`src/rtl/acc_spi_pkg.sv`:
```
// Shared definitions for the accelerometer SPI datapath: receiver FSM states and burst sizing.
// Used by miso_rx and miso_shreg (both honour the MISO_RX_LSB_FIRST_EN build option).
package acc_spi_pkg;

  localparam int unsigned BYTE_W          = 8;
  localparam int unsigned ACC_BURST_BYTES = 6;

  typedef enum logic [1:0] {
    StIdle,
    StShift,
    StDone
  } rx_state_e;

  // Index width for a burst of n bytes; never narrower than one bit.
  function automatic int unsigned idx_width(input int unsigned n);
    return (n > 1) ? $clog2(n) : 1;
  endfunction

endpackage

```
`src/rtl/miso_shreg.sv`:
```
// 8-bit MISO shift register with 3-bit bit counter; last_bit flags the strobe that closes a byte.
// MISO_RX_LSB_FIRST_EN selects LSB-first shifting; MSB-first otherwise.
module miso_shreg
  import acc_spi_pkg::*;
(
  input  logic              ck,
  input  logic              rst,
  input  logic              clr,
  input  logic              sample,
  input  logic              miso,
  output logic [BYTE_W-1:0] data,
  output logic              last_bit
);

  logic [BYTE_W-1:0] shreg_q, shreg_d;
  logic [2:0]        bit_cnt_q, bit_cnt_d;

  always_comb begin
    shreg_d   = shreg_q;
    bit_cnt_d = bit_cnt_q;
    if (clr) begin
      shreg_d   = '0;
      bit_cnt_d = '0;
    end else if (sample) begin
`ifdef MISO_RX_LSB_FIRST_EN
      shreg_d = {miso, shreg_q[BYTE_W-1:1]};
`else
      shreg_d = {shreg_q[BYTE_W-2:0], miso};
`endif
      // Natural 3-bit wrap takes 7 back to 0.
      bit_cnt_d = bit_cnt_q + 3'd1;
    end
  end

  always_ff @(posedge ck) begin
    if (rst) begin
      shreg_q   <= '0;
      bit_cnt_q <= '0;
    end else begin
      shreg_q   <= shreg_d;
      bit_cnt_q <= bit_cnt_d;
    end
  end

  assign data     = shreg_q;
  assign last_bit = (bit_cnt_q == 3'd7);

endmodule

```
`src/rtl/miso_rx.sv`:
```
// SPI read-data receiver: assembles a burst of NBYTES bytes from MISO and hands them out via
// valid/ready. Build option MISO_RX_LSB_FIRST_EN switches byte assembly to LSB-first.
module miso_rx
  import acc_spi_pkg::*;
#(
  parameter int unsigned NBYTES = ACC_BURST_BYTES,
  parameter int unsigned IDX_W  = idx_width(NBYTES)
) (
  input  logic              ck,
  input  logic              rst,
  input  logic              start,
  input  logic              sample_miso,
  input  logic              miso,
  output logic [BYTE_W-1:0] byte_out,
  output logic [IDX_W-1:0]  byte_idx,
  output logic              byte_valid,
  input  logic              byte_ready,
  output logic              busy,
  output logic              done,
  output logic              overrun
);

  rx_state_e         state_q, state_d;
  logic [IDX_W-1:0]  byte_cnt_q, byte_cnt_d;
  logic [BYTE_W-1:0] byte_out_q, byte_out_d;
  logic [IDX_W-1:0]  byte_idx_q, byte_idx_d;
  logic              byte_valid_q, byte_valid_d;
  logic              overrun_q, overrun_d;

  logic              clr;
  logic              sample_en;
  logic              byte_done;
  logic              last_byte;
  logic              last_bit;
  logic [BYTE_W-1:0] sh_data;
  logic [BYTE_W-1:0] assembled;

  miso_shreg u_shreg (
    .ck       (ck),
    .rst      (rst),
    .clr      (clr),
    .sample   (sample_en),
    .miso     (miso),
    .data     (sh_data),
    .last_bit (last_bit)
  );

  // The completing byte includes the bit arriving on this strobe, so one shreg bit drops out.
`ifdef MISO_RX_LSB_FIRST_EN
  logic unused_lsb;
  assign assembled  = {miso, sh_data[BYTE_W-1:1]};
  assign unused_lsb = sh_data[0];
`else
  logic unused_msb;
  assign assembled  = {sh_data[BYTE_W-2:0], miso};
  assign unused_msb = sh_data[BYTE_W-1];
`endif

  assign sample_en = sample_miso && (state_q == StShift);
  assign byte_done = sample_en && last_bit;
  assign last_byte = (byte_cnt_q == IDX_W'(NBYTES - 1));

  always_comb begin
    state_d      = state_q;
    clr          = 1'b0;
    byte_cnt_d   = byte_cnt_q;
    byte_out_d   = byte_out_q;
    byte_idx_d   = byte_idx_q;
    byte_valid_d = byte_valid_q;
    overrun_d    = overrun_q;

    case (state_q)
      StIdle: begin
        if (start) begin
          state_d    = StShift;
          clr        = 1'b1;
          byte_cnt_d = '0;
          overrun_d  = 1'b0;
        end
      end
      StShift: begin
        if (byte_done && last_byte) state_d = StDone;
      end
      StDone:  state_d = StIdle;
      default: state_d = StIdle;
    endcase

    // A pending byte survives done/IDLE; only the consumer or reset clears it.
    if (byte_valid_q && byte_ready) byte_valid_d = 1'b0;

    if (byte_done) begin
      byte_out_d   = assembled;
      byte_idx_d   = byte_cnt_q;
      byte_valid_d = 1'b1;
      byte_cnt_d   = byte_cnt_q + IDX_W'(1);
      if (byte_valid_q && !byte_ready) overrun_d = 1'b1;
    end
  end

  always_ff @(posedge ck) begin
    if (rst) begin
      state_q      <= StIdle;
      byte_cnt_q   <= '0;
      byte_out_q   <= '0;
      byte_idx_q   <= '0;
      byte_valid_q <= 1'b0;
      overrun_q    <= 1'b0;
    end else begin
      state_q      <= state_d;
      byte_cnt_q   <= byte_cnt_d;
      byte_out_q   <= byte_out_d;
      byte_idx_q   <= byte_idx_d;
      byte_valid_q <= byte_valid_d;
      overrun_q    <= overrun_d;
    end
  end

  assign byte_out   = byte_out_q;
  assign byte_idx   = byte_idx_q;
  assign byte_valid = byte_valid_q;
  assign overrun    = overrun_q;
  assign busy       = (state_q == StShift);
  assign done       = (state_q == StDone);

endmodule

```
`config.mk`:
```
export PLATFORM = sky130hd
export DESIGN_NAME = miso_rx
export DESIGN_NICKNAME = d
export VERILOG_FILES = /design/src/rtl/acc_spi_pkg.sv /design/src/rtl/miso_shreg.sv /design/src/rtl/miso_rx.sv
export SDC_FILE = /design/constraint.sdc
export NUM_CORES = 1
export LEC_CHECK = 0
export BUFFER_PORTS_ARGS = -buffer_cell sky130_fd_sc_hd__buf_2
export CELL_PAD_IN_SITES_DETAIL_PLACEMENT = 0
export CELL_PAD_IN_SITES_GLOBAL_PLACEMENT = 1
export CORE_ASPECT_RATIO = 0.6
export CORE_UTILIZATION = 42
export CTS_BUF_LIST = sky130_fd_sc_hd__clkbuf_8
export DETAILED_ROUTE_END_ITERATION = 7
export GPL_TIMING_DRIVEN = 0
export PLACE_DENSITY = 0.86
export REMOVE_ABC_BUFFERS = 1
export SETUP_SLACK_MARGIN = 0.05
export SLEW_MARGIN = 30
export SYNTH_ARGS = -nofsm -noshare
export SYNTH_HDL_FRONTEND = slang
export SYNTH_SLANG_ARGS = --single-unit
```
`constraint.sdc`:
```
create_clock -name ck -period 2 [get_ports ck]
set_clock_uncertainty 0.15 [all_clocks]
set_input_delay 0.2 -clock ck [delete_from_list [all_inputs] [get_ports ck]]
set_output_delay 0.2 -clock ck [all_outputs]
set_load 0.005 [all_outputs]
```
[After elaboration in Yosys (flattened, before gate mapping)]
Index checks and enable logic that the tools add are counted.
W data, S select, Z words.
Storage, ports and cells
  logic and storage cells: 43
  input port bits: 6
  register bits: 28
  output and inout bits: 15
Cells by class
  reductions and logical operators: 13
  eq/ne operators: 6
  $add $sub $neg: 2
  muxes and demuxes: 14
Operators by type and width (count)
  $mux W3: 3
  $mux W1: 8
  $add A3 B1 Y3 const B: 2
  $eq A3 B3 Y1 const B: 2
  $reduce_bool A2 Y1: 3
  $logic_and A1 B1 Y1: 5
  $mux W2: 2
  $pmux W2 S2: 1
  $reduce_and A2 Y1: 2
  $eq A2 B1 Y1 const B: 1
  $eq A2 B2 Y1 const B: 1
  $logic_not A2 Y1: 1
  $ne A2 B1 Y1 const B: 1
  $ne A2 B2 Y1 const B: 1
  $reduce_or A2 Y1: 1
  $logic_not A1 Y1: 1

[Logic depth before layout (Yosys ltp)]
Gate-level depths: netlist of the first run.
  word-level depth: 6
  mapped depth: 6
  mapped depth without buffers: 5

[Cells and area by module]
From an unflattened synthesis of the first run, not the netlist that was laid out.
Second synthesis, totals
  cell total of the unflattened synthesis: 122
  area total of the unflattened synthesis: 1162.4 um2
Modules (own cells, without submodules)
  miso_rx: cells each 84, times used 1, sequential area each 360.3 um2, area an instance 738.2 um2
  miso_shreg: cells each 38, times used 1, sequential area each 220.2 um2, area an instance 424.2 um2

[Worst setup path before layout of the first run]
OpenSTA, ideal clock, no wires.
  path kind: reg2reg
  start point: register u_shreg.bit_cnt_q[0]
  end point: register byte_cnt_q[2]
  stages on the path, launching flop included: 7
  buffers on the path: 1
  library setup time: 0.124 ns
  required time: 1.726 ns
  path slack: 0.494 ns
  data arrival time: 1.232 ns
  clock period less this slack: 1.506 ns
  cell sequence: dfxtp_1 -> ha_1 -> ha_1 -> and4b_1 -> buf_4 -> o21ai_0 -> o21ai_0
Between the ends
  longest elaborated chain between the ends: 4
  elaborated cells on any way between the ends: 6
  those cells by class: eq/ne (1); mux (1); reduce/logical (4)
RTL lines
  from (decl): RTL line miso_shreg.sv:16  | logic [2:0] bit_cnt_q, bit_cnt_d;
  from (signal assigned): RTL line miso_shreg.sv:41  | bit_cnt_q <= bit_cnt_d;
  $eq A3 B3 Y1 *: RTL line miso_shreg.sv:46  | assign last_bit = (bit_cnt_q == 3'd7);
  $logic_and A1 B1 Y1 *: RTL line miso_rx.sv:60  | assign byte_done = sample_en && last_bit;
  $reduce_bool A2 Y1 (no source line)
  $reduce_and A2 Y1 (no source line)
  to (signal assigned): RTL line miso_rx.sv:110  | byte_cnt_q <= byte_cnt_d;
  to (decl): RTL line miso_rx.sv:24  | logic [IDX_W-1:0] byte_cnt_q, byte_cnt_d;
Mark *: on every way between the ends. The rest lies on a longest branch, timed or not.
A chain may end at the register's enable or synchronous reset.

[Worst setup path after layout of the first run]
Same ends and word-level chain as after synthesis.

==> results.json, run 1 <==
{
  "status": "completed",
  "dp_slack_ns": 0.2680,
  "io_buffers": 20,
  "rsz0062_at_grt": "false",
  "arrival_ns": 1.80,
  "r2r_setup_slack_ns": 0.25,
  "max_slew_margin_pct": 70.12,
  "clock_latency_ns": 0.28,
  "ios": 21,
  "netlist.area_leader.share_pct": 49.78,
  "h-tree-depth": 1,
  "r2r_cells": 5,
  "yosys.area.top_type": "dfxtp_1",
  "hold_viol": 0,
  "vdd_drop_max_mv": 0.4821,
  "critPathLaunch": "u_shreg.bit_cnt_q[0]$_SDFFE_PP0P_",
  "grt_first_pass_wirelength_um": 3677,
  "cts_buffer_depth": 2,
  "diodes": 0,
  "whs_ns": 0.02316,
  "layout.area.seq_um2": 560.5,
  "placed_area_um2": 1221,
  "drv_slew": 0,
  "multi_input_area_um2": 513.0,
  "grt_usage_pct": 17.16,
  "num-fill-cells": 252,
  "clkTransAtPathRegs_ns": 0.09,
  "vias": 926,
  "root_buffer": "clkbuf_8",
  "start_kind": "flip-flop",
  "dp_hpwl_um": 1442,
  "hp-class": "input pin to flip-flop",
  "ys_seq_area_share_pct": 49.78,
  "antenna_found_initial": 0,
  "holdPathStages": 3,
  "fin_crit_ns": 1.746,
  "drt_wl_total_um": 2102,
  "synthCells": 129,
  "r2r-end": "byte_cnt_q[2]$_SDFFE_PP0P_",
  "drtIter0Drc": 30,
  "finalInstanceArea_um2": 1276,
  "critPathRequiredTime_ns": 2.06,
  "synth-seq-cells": 28,
  "drv_cap": 0,
  "grt_pass1_vias": 845,
  "max_freq_ghz": 0.5728,
  "cts_buffers": 3,
  "drive_gt1_share_pct": 19.18,
  "power_density_nw_per_um2": 751.4,
  "setup_tns_ns": 0,
  "yosys_warnings": 0,
  "wl_per_cell_um": 11.81,
  "ant_nets": 0,
  "fin_ws_ns": 0.2543,
  "start_util_pct": 44.64,
  "overflow": 0,
  "drc": 0,
  "critical_path.max_fanout": 12,
  "dieArea_um2": 2899,
  "yosysUniqueCellTypes": 27,
  "worst_slew_pin_slew_ns": 0.4479,
  "avgSynthCellArea_um2": 8.729,
  "synth_area_leaders": "dfxtp_1 (50%), nand2_1 (11%), a21oi_1 (9.8%), ha_1 (4.4%), nand3_1 (4.4%)",
  "grt_max_degree": 21,
  "synth_area_um2": 1126,
  "worstReg2RegStart": "u_shreg.bit_cnt_q[0]$_SDFFE_PP0P_",
  "core_um2": 2522,
  "mostFrequentLayoutCell": "nand2_1",
  "area_delta_synth_final_pct": 13.33,
  "die_h_um": 42.11,
  "final_cell_mix": "nand2_1 (34), dfxtp_1 (28), a21oi_1 (22), buf_2 (20), nand3_1 (10)",
  "viasPerCell": 5.202,
  "die_w_um": 68.85,
  "end_kind": "flip-flop",
  "std_cell_rows": 14,
  "min_to": "byte_out[0]$_SDFFE_PP0P_",
  "min_period_over_period_pct": 87.28,
  "p_leak_nw": 0.5040,
  "clock_sinks": 28,
  "tritoncts": "done",
  "worstSetupPathType": "flip-flop to flip-flop",
  "worstHoldStart": "miso",
  "cts_setup_buffers": 0,
  "hold_buffers": 0,
  "cts.repair.resized": 0,
  "nets": 157,
  "gp_congestion": 0.6776,
  "setup_violations": 0,
  "firstDrtPassIters": 4
}
==> power by group <==
part           switching, W  internal [W]
logic             0.0000303     0.0000125
registers        0.00000450      0.000560
clock network      0.000175      0.000176
==> per-stage QoR <==
| stage | cells | utilization (%) | power (W) |
|---|---|---|---|
| CTS | 178 | 50.60 | 0.0009713 |
| global route | 178 | 50.60 | 0.0009994 |
| finish | 178 | 50.60 | 0.0009589 |
| detailed placement | 174 | 48.41 | 0.0006210 |
| floorplan | 122 | - | 0.0005978 |
| global placement | 174 | 48.41 | 0.0006192 |
==> critical path: stages (launching register included) <==
cell and delay (ns):
dfxtp_1 0.36, ha_1 0.18, ha_1 0.24, and4b_1 0.51
o21ai_0 0.15, o21ai_0 0.09
==> cell usage after synthesis <==
cell       n
nand2_1   34
dfxtp_1   28
a21oi_1   22
nand3_1   10
ha_1       4
buf_2      3
o21ai_0    3
buf_4      2
inv_1      2
nor2_1     2
nor2b_1    2
nor3b_1    2
and2b_1    1
and4b_1    1
buf_1      1
buf_6      1
nand2b_1   1
nand3b_1   1
nand4_1    1
nand4b_4   1
nor3_1     1
nor3b_2    1
o22ai_1    1
o32ai_2    1
or2_4      1
or3_1      1
xor2_1     1
==> area by class of cell <==
cell class | count | area share (%)
inverters | 2 | 0.5882
well taps | 32 | 3.137
multi-input cells | 92 | 40.20
flip-flops and latches | 28 | 43.92
clock buffers | 4 | 4.314
repair buffers | 20 | 7.843
==> state kept, by name (all words and copies together) (netlist names) <==
| name | cells |
|---|---|
| byte_cnt_q | 3 |
| overrun | 1 |
| u_shreg.bit_cnt_q | 3 |
| u_shreg.data | 7 |
| byte_out | 8 |
| state_q | 2 |
| byte_valid | 1 |
| byte_idx | 3 |
==> layer usage <==
metal | part of all wire (%) | track usage (%) | wire length (um) | vias up
met4 | 0.81 | 3.673 | 17 | 0
met2 | 45 | 27.77 | 951 | 16
li1 | - | - | - | 470
met3 | 4.8 | 6.522 | 101 | 5
met1 | 49 | 21.53 | 1031 | 435
met5 | 0 | 0 | 0 | -
==> worst max-delay path by stage <==
| stage | end | slack, ns | cells after the start |
|---|---|---|---|
| 5_1_grt | byte_cnt_q[2]$_SDFFE_PP0P_ | 0.10 | 5 |
| 3_5_place_dp | byte_cnt_q[0]$_SDFFE_PP0P_ | 0.27 | 5 |
| 4_1_cts | byte_cnt_q[0]$_SDFFE_PP0P_ | 0.24 | 5 |
| 2_1_floorplan | byte_cnt_q[0]$_SDFFE_PP0P_ | 0.47 | 5 |
| 6_report | byte_cnt_q[2]$_SDFFE_PP0P_ | 0.25 | 5 |
| 3_3_place_gp | byte_out[2]$_SDFFE_PP0P_ | 0.31 | 5 |
==> logic make-up (layout without fill, tap and decap cells) <==
family / Yosys count / in the layout / share of synthesized area, %
buffers and inverters: 9 / 26 / 4.666
AOI/OAI and AO/OA: 27 / 27 / 13.11
and+or+nand+nor: 60 / 60 / 27.22
xor gates and xnor gates: 1 / 1 / 0.7779
adders and majority gates: 4 / 4 / 4.445
DFF: 28 / 28 / 49.78
Power figures use the tool's default switching activity.
==> run 2: changes to the inputs <==
--- a/config.mk
+++ b/config.mk
@@ -5,7 +5,7 @@
 export SDC_FILE = /design/constraint.sdc
 export NUM_CORES = 1
 export LEC_CHECK = 0
-export BUFFER_PORTS_ARGS = -buffer_cell sky130_fd_sc_hd__buf_2
+export BUFFER_PORTS_ARGS = -buffer_cell sky130_fd_sc_hd__clkbuf_2
 export CELL_PAD_IN_SITES_DETAIL_PLACEMENT = 0
 export CELL_PAD_IN_SITES_GLOBAL_PLACEMENT = 1
 export CORE_ASPECT_RATIO = 0.6
@@ -13,6 +13,7 @@
 export CTS_BUF_LIST = sky130_fd_sc_hd__clkbuf_8
 export DETAILED_ROUTE_END_ITERATION = 7
 export GPL_TIMING_DRIVEN = 0
+export HOLD_SLACK_MARGIN = 0.03
 export PLACE_DENSITY = 0.86
 export REMOVE_ABC_BUFFERS = 1
 export SETUP_SLACK_MARGIN = 0.05
==> run 2 against run 1 <==
Compared with the run above:
- via count shrank 1.5%
- largest cell class unchanged
- total power grew 9.7%
- register-to-register slack lost 0.05 ns
- largest power group unchanged
- sequential cell count is the same
- global-route usage is essentially flat
- design area grew 2.2%
- clock-buffer cell count shrank 1
- clock power grew 26%
- maximum frequency shrank 2.6%
- critical endpoint is now byte_cnt_q[0]$_SDFFE_PP0P_
- critical path type unchanged
- non-clock buffer count grew 1
- die area is the same
- sequential share of layout area shrank 0.93 points
==> results.json, run 2 (same netlist as run 1, synthesis figures left out) <==
{
  "antenna_found_initial": 0,
  "gp_congestion": 0.6770,
  "dp_slack_ns": 0.2293,
  "grt_pass1_vias": 841,
  "power_density_nw_per_um2": 806.6,
  "clkTransAtPathRegs_ns": 0.10,
  "rsz0062_at_grt": "false",
  "overflow": 0,
  "drt_wl_total_um": 2084,
  "mostFrequentLayoutCell": "nand2_1",
  "postLayoutCoreUtil_pct": 51.69,
  "tritoncts": "done",
  "grt_max_degree": 21,
  "worst_slew_pin_slew_ns": 0.4109,
  "setup_tns_ns": 0,
  "die_h_um": 42.11,
  "std_cell_rows": 14,
  "crit_path_frequent_cell": "ha_1",
  "r2r-end": "byte_cnt_q[0]$_SDFFE_PP0P_",
  "ios": 21,
  "start_util_pct": 44.64,
  "hold_viol": 0,
  "clock_sinks": 28,
  "cpMaxStageDelayCell": "dfxtp_1",
  "max_slew_margin_pct": 72.52,
  "path_depth": 5,
  "worstSetupPathType": "flip-flop to flip-flop",
  "largest_reg_flops": 8,
  "area_delta_synth_final_pct": 15.78,
  "placed_area_um2": 1221,
  "cp_top_family": "simple AND/OR/NAND/NOR gates",
  "critPathMaxStageDelay_ns": 0.38,
  "start_kind": "flip-flop",
  "critical_path.endpoint": "byte_cnt_q[0]$_SDFFE_PP0P_",
  "min_period_over_period_pct": 89.63,
  "ant_nets": 0,
  "grt_first_pass_wirelength_um": 3643,
  "firstDrtPassIters": 4,
  "multi_input_area_um2": 514.2,
  "clock_latency_ns": 0.28,
  "fin_ws_ns": 0.2073,
  "drv_slew": 0,
  "status": "completed",
  "drc": 0,
  "viasPerCell": 5.095,
  "setup_violations": 0,
  "vias": 912,
  "vdd_drop_max_mv": 0.4007,
  "num-fill-cells": 241,
  "die_w_um": 68.85,
  "cts_setup_buffers": 0,
  "r2r_cells": 5,
  "cts_buffers": 3,
  "grt_usage_pct": 17.14,
  "finalInstanceArea_um2": 1304,
  "hp-class": "input pin to flip-flop",
  "r2r_setup_slack_ns": 0.21,
  "layout.area.seq_um2": 560.5,
  "drive_gt1_share_pct": 19.73,
  "critical_path.max_fanout": 19,
  "final_cell_mix": "nand2_1 (34), dfxtp_1 (28), a21oi_1 (22), clkbuf_2 (20), nand3_1 (10)",
  "max_freq_ghz": 0.5578,
  "end_kind": "flip-flop",
  "h-tree-depth": 1,
  "arrival_ns": 1.84,
  "root_buffer": "clkbuf_8",
  "worstReg2RegStart": "u_shreg.bit_cnt_q[0]$_SDFFE_PP0P_",
  "diodes": 0,
  "dp_hpwl_um": 1455,
  "wl_per_cell_um": 11.64,
  "cp_cell_sequence": "ha_1 > ha_1 > nand4b_4 > or3_1 > o21ai_0",
  "drv_cap": 0,
  "p_leak_nw": 0.5019,
  "cts_buffer_depth": 2,
  "dieArea_um2": 2899,
  "drtIter0Drc": 37,
  "critPathBufInv": 0,
  "critPathLaunch": "u_shreg.bit_cnt_q[0]$_SDFFE_PP0P_",
  "io_buffers": 20,
  "nets": 158,
  "fin_crit_ns": 1.793,
  "core_um2": 2522,
  "critPathRequiredTime_ns": 2.05
}
## run 2: cell count changes in the layout (fill, tap and decap cells not counted), sizes merged
cell	previous run	this run
dlygate4sd3	0	1
bufinv	0	1
clkbuf	4	23
buf	20	0
## run 2: how the worst min path moves through the flow
stage | startpoint | end | slack, ns | cells past startpoint
finish | byte_ready | byte_valid$_SDFFE_PP0P_ | 0.06 | 3
global route | byte_ready | byte_valid$_SDFFE_PP0P_ | 0.07 | 3
CTS | byte_ready | byte_valid$_SDFFE_PP0P_ | 0.06 | 3
detailed placement | byte_idx[2]$_SDFFE_PP0P_ | byte_idx[2]$_SDFFE_PP0P_ | 0.30 | 2
global placement | byte_out[5]$_SDFFE_PP0P_ | byte_out[5]$_SDFFE_PP0P_ | 0.29 | 2
floorplan | rst | byte_idx[0]$_SDFFE_PP0P_ | 0.12 | 1
## run 2: final cells by class
class / instances / area share (%)
inverters: 2 / 0.5758
clock inverters: 1 / 2.303
clock buffers: 3 / 3.167
multi-input cells: 92 / 39.44
well taps: 32 / 3.071
repair buffers: 21 / 8.445
flip-flops and latches: 28 / 42.99
## run 2: repair_timing
item / CTS / global route
hold endpoints to repair: 2 / 0
setup endpoints to repair: 0 / 1
gates resized for setup: 0 / 1
hold buffers: 1 / 0
## run 2: per-stage QoR
step	std cells	total power, W	hold WS, ns
3_5_place_dp	174	0.0006204	0.2989
3_3_place_gp	174	0.0006192	0.2920
6_report	179	0.001052	0.05885
5_1_grt	179	0.001094	0.06863
4_1_cts	179	0.001065	0.05718
2_1_floorplan	122	0.0005978	0.1191
## run 2: tightest hold or removal path, delay by kind of cell
family	cells	cell delay (ns)
buf+inv	1	0.07
simple gates	1	0.10
compound gates	1	0.06
## run 2: report_power, final
group          total (W)  internal, W  switching, W
sequential      0.000565     0.000560    0.00000462
clock           0.000443     0.000268      0.000175
combinational  0.0000440    0.0000138     0.0000302
## run 2: layer usage
layer / up-vias / global-route usage (%) / share of wire [%] / wire [um]
li1: 472 / - / - / -
met5: - / 0 / 0 / 0
met2: 19 / 27.77 / 48 / 1010
met3: 2 / 6.522 / 5.2 / 109
met1: 419 / 21.11 / 46 / 958
met4: 0 / 4.490 / 0.29 / 6
